`src/rtl/w_input_conditioner.sv`:
```
//==============================================================================
// Module      : w_input_conditioner
// Description : Synchronises and debounces the raw w source; emits rise/fall
//               strobes, a busy flag and a saturating rejected-glitch count.
// Revision    : 1.0 - initial release
//==============================================================================
`default_nettype none

module w_input_conditioner #(
    parameter int SYNC_STAGES     = 2,
    parameter int DEBOUNCE_CYCLES = 4,
    parameter int GLITCH_W        = 8
) (
    input  logic                clock,
    input  logic                reset,
    input  logic                w_raw,
    output logic                w,
    output logic                w_rise,
    output logic                w_fall,
    output logic                busy,
    output logic [GLITCH_W-1:0] glitch_count
);

    localparam int               CNT_W    = $clog2(DEBOUNCE_CYCLES + 1);
    localparam logic [CNT_W-1:0] CNT_ONE  = CNT_W'(1);
    localparam logic [CNT_W-1:0] CNT_LAST = CNT_W'(DEBOUNCE_CYCLES);

    typedef enum logic [1:0] {
        STABLE_LO = 2'd0,
        CHK_HI    = 2'd1,
        STABLE_HI = 2'd2,
        CHK_LO    = 2'd3
    } state_t;

    logic [SYNC_STAGES-1:0] sync_q;
    logic                   s;
    state_t                 state, state_nxt;
    logic [CNT_W-1:0]       cnt, cnt_nxt, cnt_inc;
    logic                   glitch;

    always_ff @(posedge clock) begin
        if (reset) begin
            sync_q <= '0;
        end else begin
            sync_q <= {sync_q[SYNC_STAGES-2:0], w_raw};
        end
    end

    assign s       = sync_q[SYNC_STAGES-1];
    assign cnt_inc = cnt + CNT_ONE;

    always_comb begin
        state_nxt = state;
        cnt_nxt   = cnt;
        glitch    = 1'b0;
        case (state)
            STABLE_LO: begin
                if (s) begin
                    if (DEBOUNCE_CYCLES == 1) begin
                        state_nxt = STABLE_HI;
                    end else begin
                        state_nxt = CHK_HI;
                        cnt_nxt   = CNT_ONE;
                    end
                end
            end
            CHK_HI: begin
                if (s) begin
                    if (cnt_inc == CNT_LAST) begin
                        state_nxt = STABLE_HI;
                        cnt_nxt   = '0;
                    end else begin
                        cnt_nxt   = cnt_inc;
                    end
                end else begin
                    state_nxt = STABLE_LO;
                    cnt_nxt   = '0;
                    glitch    = 1'b1;
                end
            end
            STABLE_HI: begin
                if (!s) begin
                    if (DEBOUNCE_CYCLES == 1) begin
                        state_nxt = STABLE_LO;
                    end else begin
                        state_nxt = CHK_LO;
                        cnt_nxt   = CNT_ONE;
                    end
                end
            end
            CHK_LO: begin
                if (!s) begin
                    if (cnt_inc == CNT_LAST) begin
                        state_nxt = STABLE_LO;
                        cnt_nxt   = '0;
                    end else begin
                        cnt_nxt   = cnt_inc;
                    end
                end else begin
                    state_nxt = STABLE_HI;
                    cnt_nxt   = '0;
                    glitch    = 1'b1;
                end
            end
            default: begin
                state_nxt = STABLE_LO;
                cnt_nxt   = '0;
            end
        endcase
    end

    // Outputs are registered from the next state so they line up with the state flop.
    always_ff @(posedge clock) begin
        if (reset) begin
            state        <= STABLE_LO;
            cnt          <= '0;
            w            <= 1'b0;
            w_rise       <= 1'b0;
            w_fall       <= 1'b0;
            busy         <= 1'b0;
            glitch_count <= '0;
        end else begin
            state  <= state_nxt;
            cnt    <= cnt_nxt;
            w      <= (state_nxt == STABLE_HI) || (state_nxt == CHK_LO);
            busy   <= (state_nxt == CHK_HI) || (state_nxt == CHK_LO);
            // A rejected glitch returns to the stable state it left: no strobe.
            w_rise <= (state_nxt == STABLE_HI) && ((state == CHK_HI) || (state == STABLE_LO));
            w_fall <= (state_nxt == STABLE_LO) && ((state == CHK_LO) || (state == STABLE_HI));
            if (glitch && (glitch_count != '1)) begin
                glitch_count <= glitch_count + GLITCH_W'(1);
            end
        end
    end

endmodule

`default_nettype wire
```
`config.mk`:
```
export PLATFORM = sky130hd
export DESIGN_NAME = w_input_conditioner
export DESIGN_NICKNAME = d
export VERILOG_FILES = /design/src/rtl/w_input_conditioner.sv
export SDC_FILE = /design/constraint.sdc
export NUM_CORES = 1
export LEC_CHECK = 0
export ABC_AREA = 1
export CAP_MARGIN = 15
export CORE_MARGIN = 2
export CORE_UTILIZATION = 47
export DETAILED_ROUTE_END_ITERATION = 10
export PLACE_DENSITY = 0.83
export SLEW_MARGIN = 10
export SYNTH_ARGS = -nofsm -noshare
export SYNTH_HDL_FRONTEND = slang
export SYNTH_SLANG_ARGS = --single-unit
```
`constraint.sdc`:
```
create_clock -name clock -period 1.4 [get_ports clock]
set_input_delay 0.35 -clock clock [delete_from_list [all_inputs] [get_ports clock]]
set_output_delay 0.35 -clock clock [all_outputs]
set_load 0.05 [all_outputs]
```
# After elaboration in Yosys (flattened, before gate mapping)
# Cells that the tools add are included.
# totals
word_cells	46
in_bits	3
ff_bits	19
output_inout_bits	12
# classes
muxes	16
eq_ne	10
addsub	2
n_reduce_logical	10
# op_table
cell	n
3-bit 2-to-1 mux	5
2-bit 2-to-1 mux	6
3-bit case mux with 4 select lines	1
8-bit by 1-bit adder with 8-bit output (second input constant)	1
2-bit == test (second input constant)	4
8-bit inequality test (second input constant)	1
2-bit case mux with 4 select lines	1
2-bit by 1-bit == test with 1-bit output (second input constant)	2
2-bit logical NOT	2
1-bit logical OR	4
2-bit inequality test (second input constant)	2
3-bit by 1-bit adder with 3-bit output (second input constant)	1
3-bit == test (second input constant)	1
1-bit logical AND	3
1-bit 2-to-1 mux	2
1-bit case mux with 2 select lines	1
2-bit AND reduction	1

# Logic depth before layout (Yosys ltp)
# depth
ltp_word	7
ltp_mapped	9

# Least setup slack after synthesis
# OpenSTA, ideal clock, no wires.
# synth_path
path_type	reg2reg
startpoint	register glitch_count[0]
endpoint	register glitch_count[1]
path_slack_ns	-0.249
arrival_ns	1.533
path_stages_with_launch	9
synth_period_minus_slack_ns	1.649
cell_sequence	dfxtp_1 > ha_1 > nand2_2 > nor2_4 > nand2_2 > nand2_4 > inv_4 > nor2_1 > nor2_1
# synth_via
elab_chain_len	2
word_cells_on_any_way	3
# synth_rtl
item	line_no	text
from (decl)	21	output logic [GLITCH_W-1:0] glitch_count
from (signal assigned)	131	glitch_count <= glitch_count + GLITCH_W'(1);
branches (longest 2 deep; another with 8-bit by 1-bit adder with 8-bit output)	n/a	
# Parallel ways; which one is timed is not known.
# A chain may end at the register's enable or synchronous reset.

# Worst setup path after layout
# layout_path
startpoint	register glitch_count[4]
endpoint	output port glitch_count[4]
# No word-level cell between the ends.

==> reports/metrics.csv <==
stage;metric;value;unit
job;maxCapViolations;0;
placement;portBuffers;14;
power;intPower;679;uW
floorplan;dieArea;2180;sq um
synth;syn_inst;115;
power;p_leak;0.522;nW
sta;relSlewSlack;0.854;
sta;timing.hold.ws;0.411;ns
floorplan;fp-row-count;15;
placement;place_hpwl;1.39;mm
global_routing;grt_max_degree;12;
sta;setup_violations;0;
synth;synthesis.nets;121;
synth;netlist_area;857;sq um
placement;routabilityCongestion;0.924;
synth;syn_avg_cell_area;7.45;sq um
run_status;status;finished clean;
sta;fin_skew;0.00547;ns
cells_and_area;antenna_cells;0;
route;antenna_left;0;
worst_setup_path;endpoint_kind;output port;
synth;yosysTopAreaCell;dfxtp_1;
global_routing;antenna_found_initial;0;
power;swShare;0.239;
power;p_seq_frac;0.621;
clock_network;cts_htree_levels;1;
sta;drv_slew;0;
power;ir_drop;700;uV
clock_network;root_buffer;clkbuf_4;
power;power_switching;213;uW
floorplan;die-height;46.7;microns
synth;synth_seq_area_share;0.444;
clock_network;cts.path.max_buffers;2;
global_routing;grt_pass1_wl;2.99;mm
synth;synth_cell_types;19;
sta;fin_crit_sh;0.954;
worst_setup_path;worstPathCellList;buf_4 > buf_12;
floorplan;initial_utilization;0.496;
worst_setup_path;cp-start-kind;register;
floorplan;ioPinCount;15;
worst_setup_path;path_max_fanout;4;
sta;hold_viol;0;
global_routing;track_usage;0.199;
min_path;hold_class;reg -> reg;
sta;tightestPinTransition;0.218;ns
route;drt-total-wl;1.79;mm
route;drtIter0Drc;33;
cells_and_area;drive_gt1_frac;0.283;
worst_setup_path;cp.required;1.05;ns
floorplan;coreArea;1730;sq um
power;cellPowerDensity;723;nW/um^2
clock_network;hold_buffers;0;
sta;min_period;1.34;ns
floorplan;dieWidth;46.7;microns
worst_setup_path;crit_type;reg -> out;
cells_and_area;area_growth;43.9;%
worst_setup_path;crit_slowest_cell;dfxtp_1;
synth;synth.area.top_cells;dfxtp_1 (44%), nand2_1 (11%), nor2_1 (8.3%), nand3_1 (4.7%), ha_1 (4.4%);
sta;fmax;0.748;GHz
clock_network;tritoncts;done;
synth;yosys.area.top_type_share;0.444;
worst_setup_path;critPathArrivalTime;0.99;ns
clock_network;cts_made_buffers;3;
worst_setup_path;cpPeakStageDelay;0.40;ns
cells_and_area;stdcell_count;163;
synth;synth-seq-cells;19;
route;routedWlPerCell;11.0;microns
clock_network;clk_latency;0.30;ns
placement;dpl.cell_count;158;
clock_network;clock_sinks;19;
cells_and_area;final_nets;145;
route;viasPerCell;4.98;
global_routing;overflow;0;
route;vias;812;
synth;yosysWarnings;0;
route;drc;0;
power;comb_power_share;0.069;
route;drt_pass1_iterations;4;
global_routing;grt_pass1_vias;744;
sta;final.setup.tns;0;ns
clock_network;clk_pin_slew;0.11;ns
power;clock_power_share;0.310;
## registers in the layout, indices dropped and copies added (netlist names)
| name | flops |
|---|---|
| busy | 1 |
| cnt | 3 |
| glitch_count | 8 |
| state | 2 |
| sync_q | 2 |
| w | 1 |
| w_fall | 1 |
| w_rise | 1 |
## worst max-delay path: cells and delay by family, from the launching register on
kind | cells | cell delay [ns]
buffers and inverters | 2 | 0.29
DFF | 1 | 0.40
## what timing repair did
action,in CTS,in global routing
setup buffers,0,1
endpoints found under the setup margin,0,7
resized for setup,0,4
## layer usage
metal  routed length, microns  global-route usage  share of wire  vias up
li1                         -                   -              -      413
met1                      702               0.232           0.39      363
met2                      934               0.339           0.52       31
met3                      101              0.0235          0.056        5
met4                       53               0.133          0.030        0
met5                        0                   0              0        -
## logic make-up (layout without fill, tap and decap cells)
| logic type | count (synthesis) | after routing | share of synthesized area |
|---|---|---|---|
| and+or+nand+nor | 67 | 67 | 0.358 |
| DFF | 19 | 19 | 0.444 |
| buffers and inverters | 12 | 35 | 0.0599 |
| AOI/OAI and AO/OA | 11 | 11 | 0.0642 |
| adders and majority gates | 3 | 3 | 0.0438 |
| xor gates and xnor gates | 3 | 3 | 0.0307 |
## synthesized netlist by cell type
| master | instances |
|---|---|
| nor2_4 | 1 |
| nor2_2 | 2 |
| nand2_1 | 26 |
| dfxtp_1 | 19 |
| nand4_1 | 3 |
| a21oi_1 | 7 |
| nand3b_1 | 1 |
| inv_4 | 1 |
| buf_4 | 1 |
| nor2_1 | 19 |
| nand2_4 | 1 |
| inv_2 | 1 |
| o21ai_0 | 4 |
| ha_1 | 3 |
| xor2_1 | 3 |
| nand3_1 | 8 |
| nor3_1 | 1 |
| nand2_2 | 5 |
| inv_1 | 9 |
## power groups by stage
stage,registers (mW),clock network (mW),logic [mW]
after global routing,0.556,0.296,0.0683
after global placement,0.566,0,0.0569
after floorplan,0.573,0,0.0266
after detailed placement,0.567,0,0.0595
final,0.554,0.277,0.0615
after CTS,0.554,0.286,0.0595
## final timing paths
check,cells past startpoint,from,slack [ns],end
hold reg to reg,2,sync_q[0]$_SDFF_PP0_,0.41,sync_q[1]$_SDFF_PP0_
setup / recovery,2,glitch_count[4]$_SDFFE_PP0P_,0.06,glitch_count[4]
hold / removal,2,sync_q[0]$_SDFF_PP0_,0.41,sync_q[1]$_SDFF_PP0_
setup reg to reg,8,glitch_count[0]$_SDFFE_PP0P_,0.10,glitch_count[7]$_SDFFE_PP0P_
## layout make-up
type                       instances  area [sq um]
inverter                          11          43.8
tap                               25          31.3
clock inverter                     1          5.00
clock buffer                       3          22.5
timing repair buffer              20           305
fill                             140           493
sequential                        19           390
multi-input combinational         84           435
## through the flow
step	instance area (sq um)	power, mW	util	setup WS [ns]
after floorplan	866	0.600	-	0.00451
after global placement	1190	0.623	0.688	0.0978
after detailed placement	1190	0.626	0.688	0.0550
after CTS	1210	0.900	0.704	0.0162
after global routing	1230	0.920	0.714	-0.000911
final	1230	0.892	0.714	0.0637
## placed cells by master (no fill, tap or decap), types with 3 or more instances in the layout
cell type / n
o21ai_0: 4
nor2_2: 3
buf_4: 6
buf_12: 12
xor2_1: 3
dfxtp_1: 15
clkbuf_4: 3
nand2_2: 4
nor2_1: 18
a21oi_1: 7
nand2_1: 26
nand4_1: 3
inv_1: 9
nand3_1: 8
(Power assumes the default switching activity.)
